<file path="src/rtl/led_zone_scheduler_pkg.sv">
// led_sched_pkg
// Shared constants and types for the LED zone readout sequencer.
// Zone grid geometry (24 x 15 zones of 53 x 53 px), address/data
// widths of the zone-maximum memory and the sequencer state type.
package led_sched_pkg;

    localparam int ZONE_COLS = 24;
    localparam int ZONE_ROWS = 15;
    localparam int ZONE_PIX  = 53;
    localparam int ZONE_NUM  = ZONE_COLS * ZONE_ROWS;
    localparam int ADDR_W    = 9;
    localparam int DATA_W    = 8;

    typedef enum logic [1:0] {
        ST_IDLE,
        ST_READ,
        ST_CAPT,
        ST_SEND
    } sched_state_t;

endpackage

</file>
<file path="src/rtl/led_zone_scheduler_if.sv">
// led_zone_scheduler_if
// Valid/ready beat stream from the zone sequencer to the LED driver.
//   led_valid : beat valid (source)
//   led_data  : zone maximum value (source)
//   led_idx   : zone index of the beat (source)
//   led_last  : high on the final zone of the frame (source)
//   led_ready : LED driver accepts the beat (sink)
interface led_zone_scheduler_if #(
    parameter int ADDR_W = led_sched_pkg::ADDR_W,
    parameter int DATA_W = led_sched_pkg::DATA_W
);

    logic              led_valid;
    logic [DATA_W-1:0] led_data;
    logic [ADDR_W-1:0] led_idx;
    logic              led_last;
    logic              led_ready;

    modport master (
        output led_valid,
        output led_data,
        output led_idx,
        output led_last,
        input  led_ready
    );

    modport slave (
        input  led_valid,
        input  led_data,
        input  led_idx,
        input  led_last,
        output led_ready
    );

endinterface

</file>
<file path="src/rtl/led_zone_scheduler_sync_edge_det.sv">
// sync_edge_det
// Registered rising-edge detector. The delayed copy of the input has a
// parameterised reset value so that a level already high when reset is
// released can be kept from counting as an edge.
//   clk  : clock
//   rst  : synchronous active-high reset
//   sig  : input level
//   rise : one-cycle registered pulse, one clock after sig goes 0->1
module sync_edge_det #(
    parameter logic RST_VAL = 1'b0
) (
    input  logic clk,
    input  logic rst,
    input  logic sig,
    output logic rise
);

    logic sig_d;

    // Delay the level one cycle and flag a low-to-high step.
    always_ff @(posedge clk) begin
        if (rst) begin
            sig_d <= RST_VAL;
            rise  <= 1'b0;
        end else begin
            sig_d <= sig;
            rise  <= sig & ~sig_d;
        end
    end

endmodule

</file>
<file path="src/rtl/led_zone_scheduler.sv">
// led_zone_scheduler
// Per-frame readout sequencer for the ping-pong zone-maximum memory.
// On each frame start it swaps banks, reads every zone of the finished
// bank in order, streams each value to the LED driver and clears the
// zone once the beat has been accepted.
//   I_pix_clk  : pixel clock
//   I_rst      : synchronous active-high reset
//   I_vs       : vertical sync, active high
//   I_enable   : start permission, sampled at frame start only
//   O_bank_sel : bank written by the accumulator; this block reads the other
//   O_rd_en    : zone read strobe, O_rd_addr its address
//   I_rd_data  : read data, valid the cycle after O_rd_en
//   O_clr_en   : write-zero strobe, O_clr_addr the zone to clear
//   led        : valid/ready beat stream (data, idx, last)
//   O_busy     : readout in progress
//   O_overrun  : one-cycle pulse when a frame start arrives while busy
module led_zone_scheduler
    import led_sched_pkg::*;
#(
    parameter int ZONE_NUM = led_sched_pkg::ZONE_NUM,
    parameter int ADDR_W   = led_sched_pkg::ADDR_W,
    parameter int DATA_W   = led_sched_pkg::DATA_W
) (
    input  logic                 I_pix_clk,
    input  logic                 I_rst,
    input  logic                 I_vs,
    input  logic                 I_enable,
    output logic                 O_bank_sel,
    output logic                 O_rd_en,
    output logic [ADDR_W-1:0]    O_rd_addr,
    input  logic [DATA_W-1:0]    I_rd_data,
    output logic                 O_clr_en,
    output logic [ADDR_W-1:0]    O_clr_addr,
    led_zone_scheduler_if.master led,
    output logic                 O_busy,
    output logic                 O_overrun
);

    localparam logic [ADDR_W-1:0] LAST_IDX = ADDR_W'(ZONE_NUM - 1);

    sched_state_t      state;
    logic [ADDR_W-1:0] idx;
    logic              frame_start;

    logic              led_valid_q;
    logic [DATA_W-1:0] led_data_q;
    logic [ADDR_W-1:0] led_idx_q;
    logic              led_last_q;

    // The delayed vs resets high so that vs already high at reset
    // release does not look like a frame start.
    sync_edge_det #(
        .RST_VAL (1'b1)
    ) u_vs_edge (
        .clk  (I_pix_clk),
        .rst  (I_rst),
        .sig  (I_vs),
        .rise (frame_start)
    );

    assign led.led_valid = led_valid_q;
    assign led.led_data  = led_data_q;
    assign led.led_idx   = led_idx_q;
    assign led.led_last  = led_last_q;

    // Readout sequencer: each zone takes READ (strobe out), CAPT (data
    // back from memory) and SEND (wait for the LED driver). The clear of
    // a zone is issued only once its beat has been accepted.
    always_ff @(posedge I_pix_clk) begin
        if (I_rst) begin
            state       <= ST_IDLE;
            idx         <= '0;
            O_bank_sel  <= 1'b0;
            O_rd_en     <= 1'b0;
            O_rd_addr   <= '0;
            O_clr_en    <= 1'b0;
            O_clr_addr  <= '0;
            led_valid_q <= 1'b0;
            led_data_q  <= '0;
            led_idx_q   <= '0;
            led_last_q  <= 1'b0;
            O_busy      <= 1'b0;
            O_overrun   <= 1'b0;
        end else begin
            O_clr_en  <= 1'b0;
            // A start during a readout is reported and otherwise ignored.
            O_overrun <= frame_start && (state != ST_IDLE);
            case (state)
                ST_IDLE: begin
                    if (frame_start && I_enable) begin
                        O_bank_sel <= ~O_bank_sel;
                        idx        <= '0;
                        O_busy     <= 1'b1;
                        O_rd_en    <= 1'b1;
                        O_rd_addr  <= '0;
                        state      <= ST_READ;
                    end
                end
                ST_READ: begin
                    O_rd_en <= 1'b0;
                    state   <= ST_CAPT;
                end
                ST_CAPT: begin
                    led_data_q  <= I_rd_data;
                    led_idx_q   <= idx;
                    led_last_q  <= (idx == LAST_IDX);
                    led_valid_q <= 1'b1;
                    state       <= ST_SEND;
                end
                ST_SEND: begin
                    if (led_valid_q && led.led_ready) begin
                        led_valid_q <= 1'b0;
                        O_clr_en    <= 1'b1;
                        O_clr_addr  <= idx;
                        if (idx == LAST_IDX) begin
                            O_busy <= 1'b0;
                            state  <= ST_IDLE;
                        end else begin
                            idx       <= idx + ADDR_W'(1);
                            O_rd_en   <= 1'b1;
                            O_rd_addr <= idx + ADDR_W'(1);
                            state     <= ST_READ;
                        end
                    end
                end
                default: state <= ST_IDLE;
            endcase
        end
    end

endmodule

</file>
<file path="src/flat_wrapper.sv">
// flat-port wrapper written by rule: the top's interface ports become plain ports
module led_zone_scheduler_flat import led_sched_pkg::*;
#(
    parameter int ZONE_NUM = led_sched_pkg::ZONE_NUM,
    parameter int ADDR_W   = led_sched_pkg::ADDR_W,
    parameter int DATA_W   = led_sched_pkg::DATA_W
)
  (I_pix_clk, I_rst, I_vs, I_enable, O_bank_sel, O_rd_en, O_rd_addr, I_rd_data, O_clr_en, O_clr_addr, O_busy, O_overrun, led_led_valid, led_led_data, led_led_idx, led_led_last, led_led_ready);
  led_zone_scheduler_if #(.ADDR_W(ADDR_W), .DATA_W(DATA_W)) led_i ();
  input  logic I_pix_clk;
  input  logic I_rst;
  input  logic I_vs;
  input  logic I_enable;
  output logic O_bank_sel;
  output logic O_rd_en;
  output logic [ADDR_W-1:0] O_rd_addr;
  input  logic [DATA_W-1:0] I_rd_data;
  output logic O_clr_en;
  output logic [ADDR_W-1:0] O_clr_addr;
  output logic O_busy;
  output logic O_overrun;
  output wire logic [$bits(led_i.led_valid)-1:0] led_led_valid;
  output wire logic [$bits(led_i.led_data)-1:0] led_led_data;
  output wire logic [$bits(led_i.led_idx)-1:0] led_led_idx;
  output wire logic [$bits(led_i.led_last)-1:0] led_led_last;
  input wire logic [$bits(led_i.led_ready)-1:0] led_led_ready;
  assign led_led_valid = led_i.led_valid;
  assign led_led_data = led_i.led_data;
  assign led_led_idx = led_i.led_idx;
  assign led_led_last = led_i.led_last;
  assign led_i.led_ready = led_led_ready;
  led_zone_scheduler #(.ZONE_NUM(ZONE_NUM), .ADDR_W(ADDR_W), .DATA_W(DATA_W)) u_core (.I_pix_clk(I_pix_clk), .I_rst(I_rst), .I_vs(I_vs), .I_enable(I_enable), .O_bank_sel(O_bank_sel), .O_rd_en(O_rd_en), .O_rd_addr(O_rd_addr), .I_rd_data(I_rd_data), .O_clr_en(O_clr_en), .O_clr_addr(O_clr_addr), .led(led_i), .O_busy(O_busy), .O_overrun(O_overrun));
endmodule
</file>
<file path="config.mk">
export PLATFORM = sky130hd
export DESIGN_NAME = led_zone_scheduler_flat
export DESIGN_NICKNAME = d
export VERILOG_FILES = /design/src/rtl/led_zone_scheduler_pkg.sv /design/src/rtl/led_zone_scheduler_if.sv /design/src/rtl/led_zone_scheduler_sync_edge_det.sv /design/src/rtl/led_zone_scheduler.sv /design/src/flat_wrapper.sv
export SDC_FILE = /design/constraint.sdc
export NUM_CORES = 1
export LEC_CHECK = 0
export CORE_ASPECT_RATIO = 1.2
export CORE_MARGIN = 2
export CORE_UTILIZATION = 45
export CTS_BUF_LIST = sky130_fd_sc_hd__clkbuf_8
export DETAILED_ROUTE_END_ITERATION = 8
export PLACE_DENSITY = 0.73
export RECOVER_POWER = 25
export SYNTH_ARGS = -nofsm -noshare
export SYNTH_HDL_FRONTEND = slang
export SYNTH_SLANG_ARGS = --single-unit
</file>
<file path="constraint.sdc">
create_clock -name I_pix_clk -period 3.2 [get_ports I_pix_clk]
set_clock_uncertainty 0.15 [all_clocks]
set_input_delay 0.64 -clock I_pix_clk [delete_from_list [all_inputs] [get_ports I_pix_clk]]
set_output_delay 0.64 -clock I_pix_clk [all_outputs]
set_load 0.005 [all_outputs]
</file>
==> run summary <==
CP Cell Sequence - clkdlybuf4s50_1 -> a21boi_0 -> nor3_1 -> a21oi_4 -> a221o_1
Worst-margin pin slew - 623 ps
Mapped cell area - 1900 µm²
CTS Buf Count - 5
Area delta synth->final - 35.8%
DRT Wirelength - 4160 µm
I/O pin cnt - 55
CP max stage cell - nor3_1
Final setup TNS - 0 ps
Share of post-route cells with drive strength above 1 - 7.00%
Power per cell area - 485 nW/µm²
Die height - 75.2 µm
Max-Cap Viols - 0
Synth Instances - 207
Crit path time final - 2360 ps
Post-DP HPWL - 2830 µm
Syn nets - 225
Most common cell after layout, fill and taps aside - clkdlybuf4s50_1
Root Buffer - clkbuf_8
Fin crit share - 73.9%
Crit path capture type - flop
R2R Setup Slk - 900 ps
Slew HR - 58.1%
CP bufs+invs - 1
Post-CTS Repair Setup Buffers - 0
Post-CTS Hold Buffers - 0
First-pass GRT wire length - 6930 µm
Full die area - 4770 µm²
Remaining DRCs - 0
Crit path launch type - input port
Largest cells by area after synthesis - dfxtp_1 48%, mux2i_1 12%, nand2_1 5.5%, nor2_1 5.1%, ha_1 3.3%
Starting Density - 47.5%
Worst path max stage delay - 550 ps
Net count, final - 275
Clock-pin slew on the worst setup and hold paths - 80 ps
Core Box Area - 4000 µm²
Final ANT Viol Nets - 0
Die W - 63.4 µm
H-tree depth - 2
CTS sink count - 46
# fillers - 362
Post-DR wirelength/cell - 13.4 µm
Post-synthesis sequential area ratio - 48.4%
Worst Path Arrival - 2400 ps
Number of DRC markers in iteration 0 - 61
DP Cell Count - 304
Clk buf depth - 2
CTS tree - built
Pin count of the biggest net entering global routing - 45
Via/cell ratio - 5.13
# resized after CTS - 0
Leak Pwr - 0.000884 µW
Number of global-route vias before repair - 1,425
Avg Cell Area, Syn - 9.19 µm²
Setup-failing EPs final - 0
FP Rows - 25
Ant diodes - 0
Setup CP Type - in -> reg
Family with the most delay on the worst path - compound AO/OA/AOI/OAI gates
Status - completed
WP data required - 3240 ps
Synth area leader - dfxtp_1
Initial DRT Pass Iterations - 4
RSZ-0062 raised after global routing - false
Via count - 1,595
Initial antenna violation count - 0
Final Max Slew Viols - 0
Commonest non-fill, non-tap cells in the layout - 53 x clkdlybuf4s50_1, 46 x dfxtp_1, 28 x nand2_1
Library cells used by synthesis - 38
F_max - 423 MHz
FF+latch count, synth - 46
Finished Layout Cells - 311
HP Class - reg -> reg
GRT Total Usage - 18.7%
RD Place Congestion - 0.755
Yosys warns - 0
Worst skew pair latency - 300 ps
Final Hold Violating Endpoints - 0
Grt ovf - 0
Max VDD drop - 0.000331 V
Yosys top cell area share - 48.4%
Critical Path Fanout Max - 6
Number of buffers added on ports - 54
==> registers in the layout, summed over array words and instances, names as in the netlist <==
name                    count
u_core.led.led_data         8
u_core.O_bank_sel           1
u_core.O_rd_en              1
u_core.O_rd_addr            9
u_core.O_clr_addr           9
u_core.state                2
u_core.led.led_last         1
u_core.led.led_valid        1
u_core.u_vs_edge.rise       1
u_core.O_overrun            1
u_core.O_clr_en             1
u_core.O_busy               1
u_core.led.led_idx          9
u_core.u_vs_edge.sig_d      1
==> layer usage <==
layer  up-vias  share of wire [%]  track usage (%)
met5         -                  0                0
met4         0                1.3             6.52
met3         5                6.7             6.43
met2        49                 46             29.5
met1       728                 45             24.0
li1        813                  -                -
==> where the power goes <==
part	internal [µW]	leakage, µW	total [µW]	switching [µW]
clock network	250	0.0000573	439	189
logic	96.2	0.000456	204	108
registers	594	0.000371	609	14.9
==> final timing paths <==
| check | startpoint | end | depth (start not counted) |
|---|---|---|---|
| worst max-delay path | I_enable | u_core.O_rd_addr[8] | 5 |
| worst min register to register | u_core.u_vs_edge.sig_d | u_core.u_vs_edge.rise | 1 |
| worst min-delay path | u_core.u_vs_edge.sig_d | u_core.u_vs_edge.rise | 1 |
| worst max register to register | u_core.state[1] | u_core.O_rd_addr[8] | 6 |
==> Yosys cell counts (all sizes together) <==
master   count
dfxtp       46
nand2       28
nor2        26
mux2i       22
a21oi       12
clkbuf       8
nand3        7
nor3         7
or3          7
buf          6
ha           5
inv          3
nor4         3
o21ai        3
a2111oi      2
a211oi       2
a21boi       2
nor3b        2
or2          2
a21o         1
a221o        1
a22o         1
a22oi        1
a311oi       1
and3         1
and4b        1
mux2         1
nand3b       1
nand4        1
or4          1
or4b         1
xnor2        1
xor2         1
==> cell families after synthesis <==
kind of cell / share of synthesized area (%)
AO/OA/AOI/OAI: 9.34
AND/OR/NAND/NOR: 22.0
multiplexers: 12.2
XOR/XNOR: 0.921
adder cells (fa/ha/maj): 3.29
flip-flops: 48.4
buffers and inverters: 3.88
==> metrics by stage <==
step                utilization [%]  power [µW]  instance area, µm²  worst slack (ps)  hold slack [ps]
floorplan                         -         756                1900              1110              222
global placement               61.7         825                2470               628              228
detailed placement             61.7         827                2470               564              236
CTS                            64.5        1260                2580               833              247
global route                   64.5        1320                2580               737              277
finish                         64.5        1250                2580               835              245
==> final cells by class <==
class                      count  area [µm²]  share of cell area [%]
tap                           54        67.6                    2.62
timing repair buffer          57         563                    21.8
sequential                    46         921                    35.6
clock buffer                   6        82.6                    3.20
inverter                       3        11.3                   0.436
clock inverter                 1        30.0                    1.16
multi-input combinational    144         908                    35.2
(Power assumes the default switching activity.)
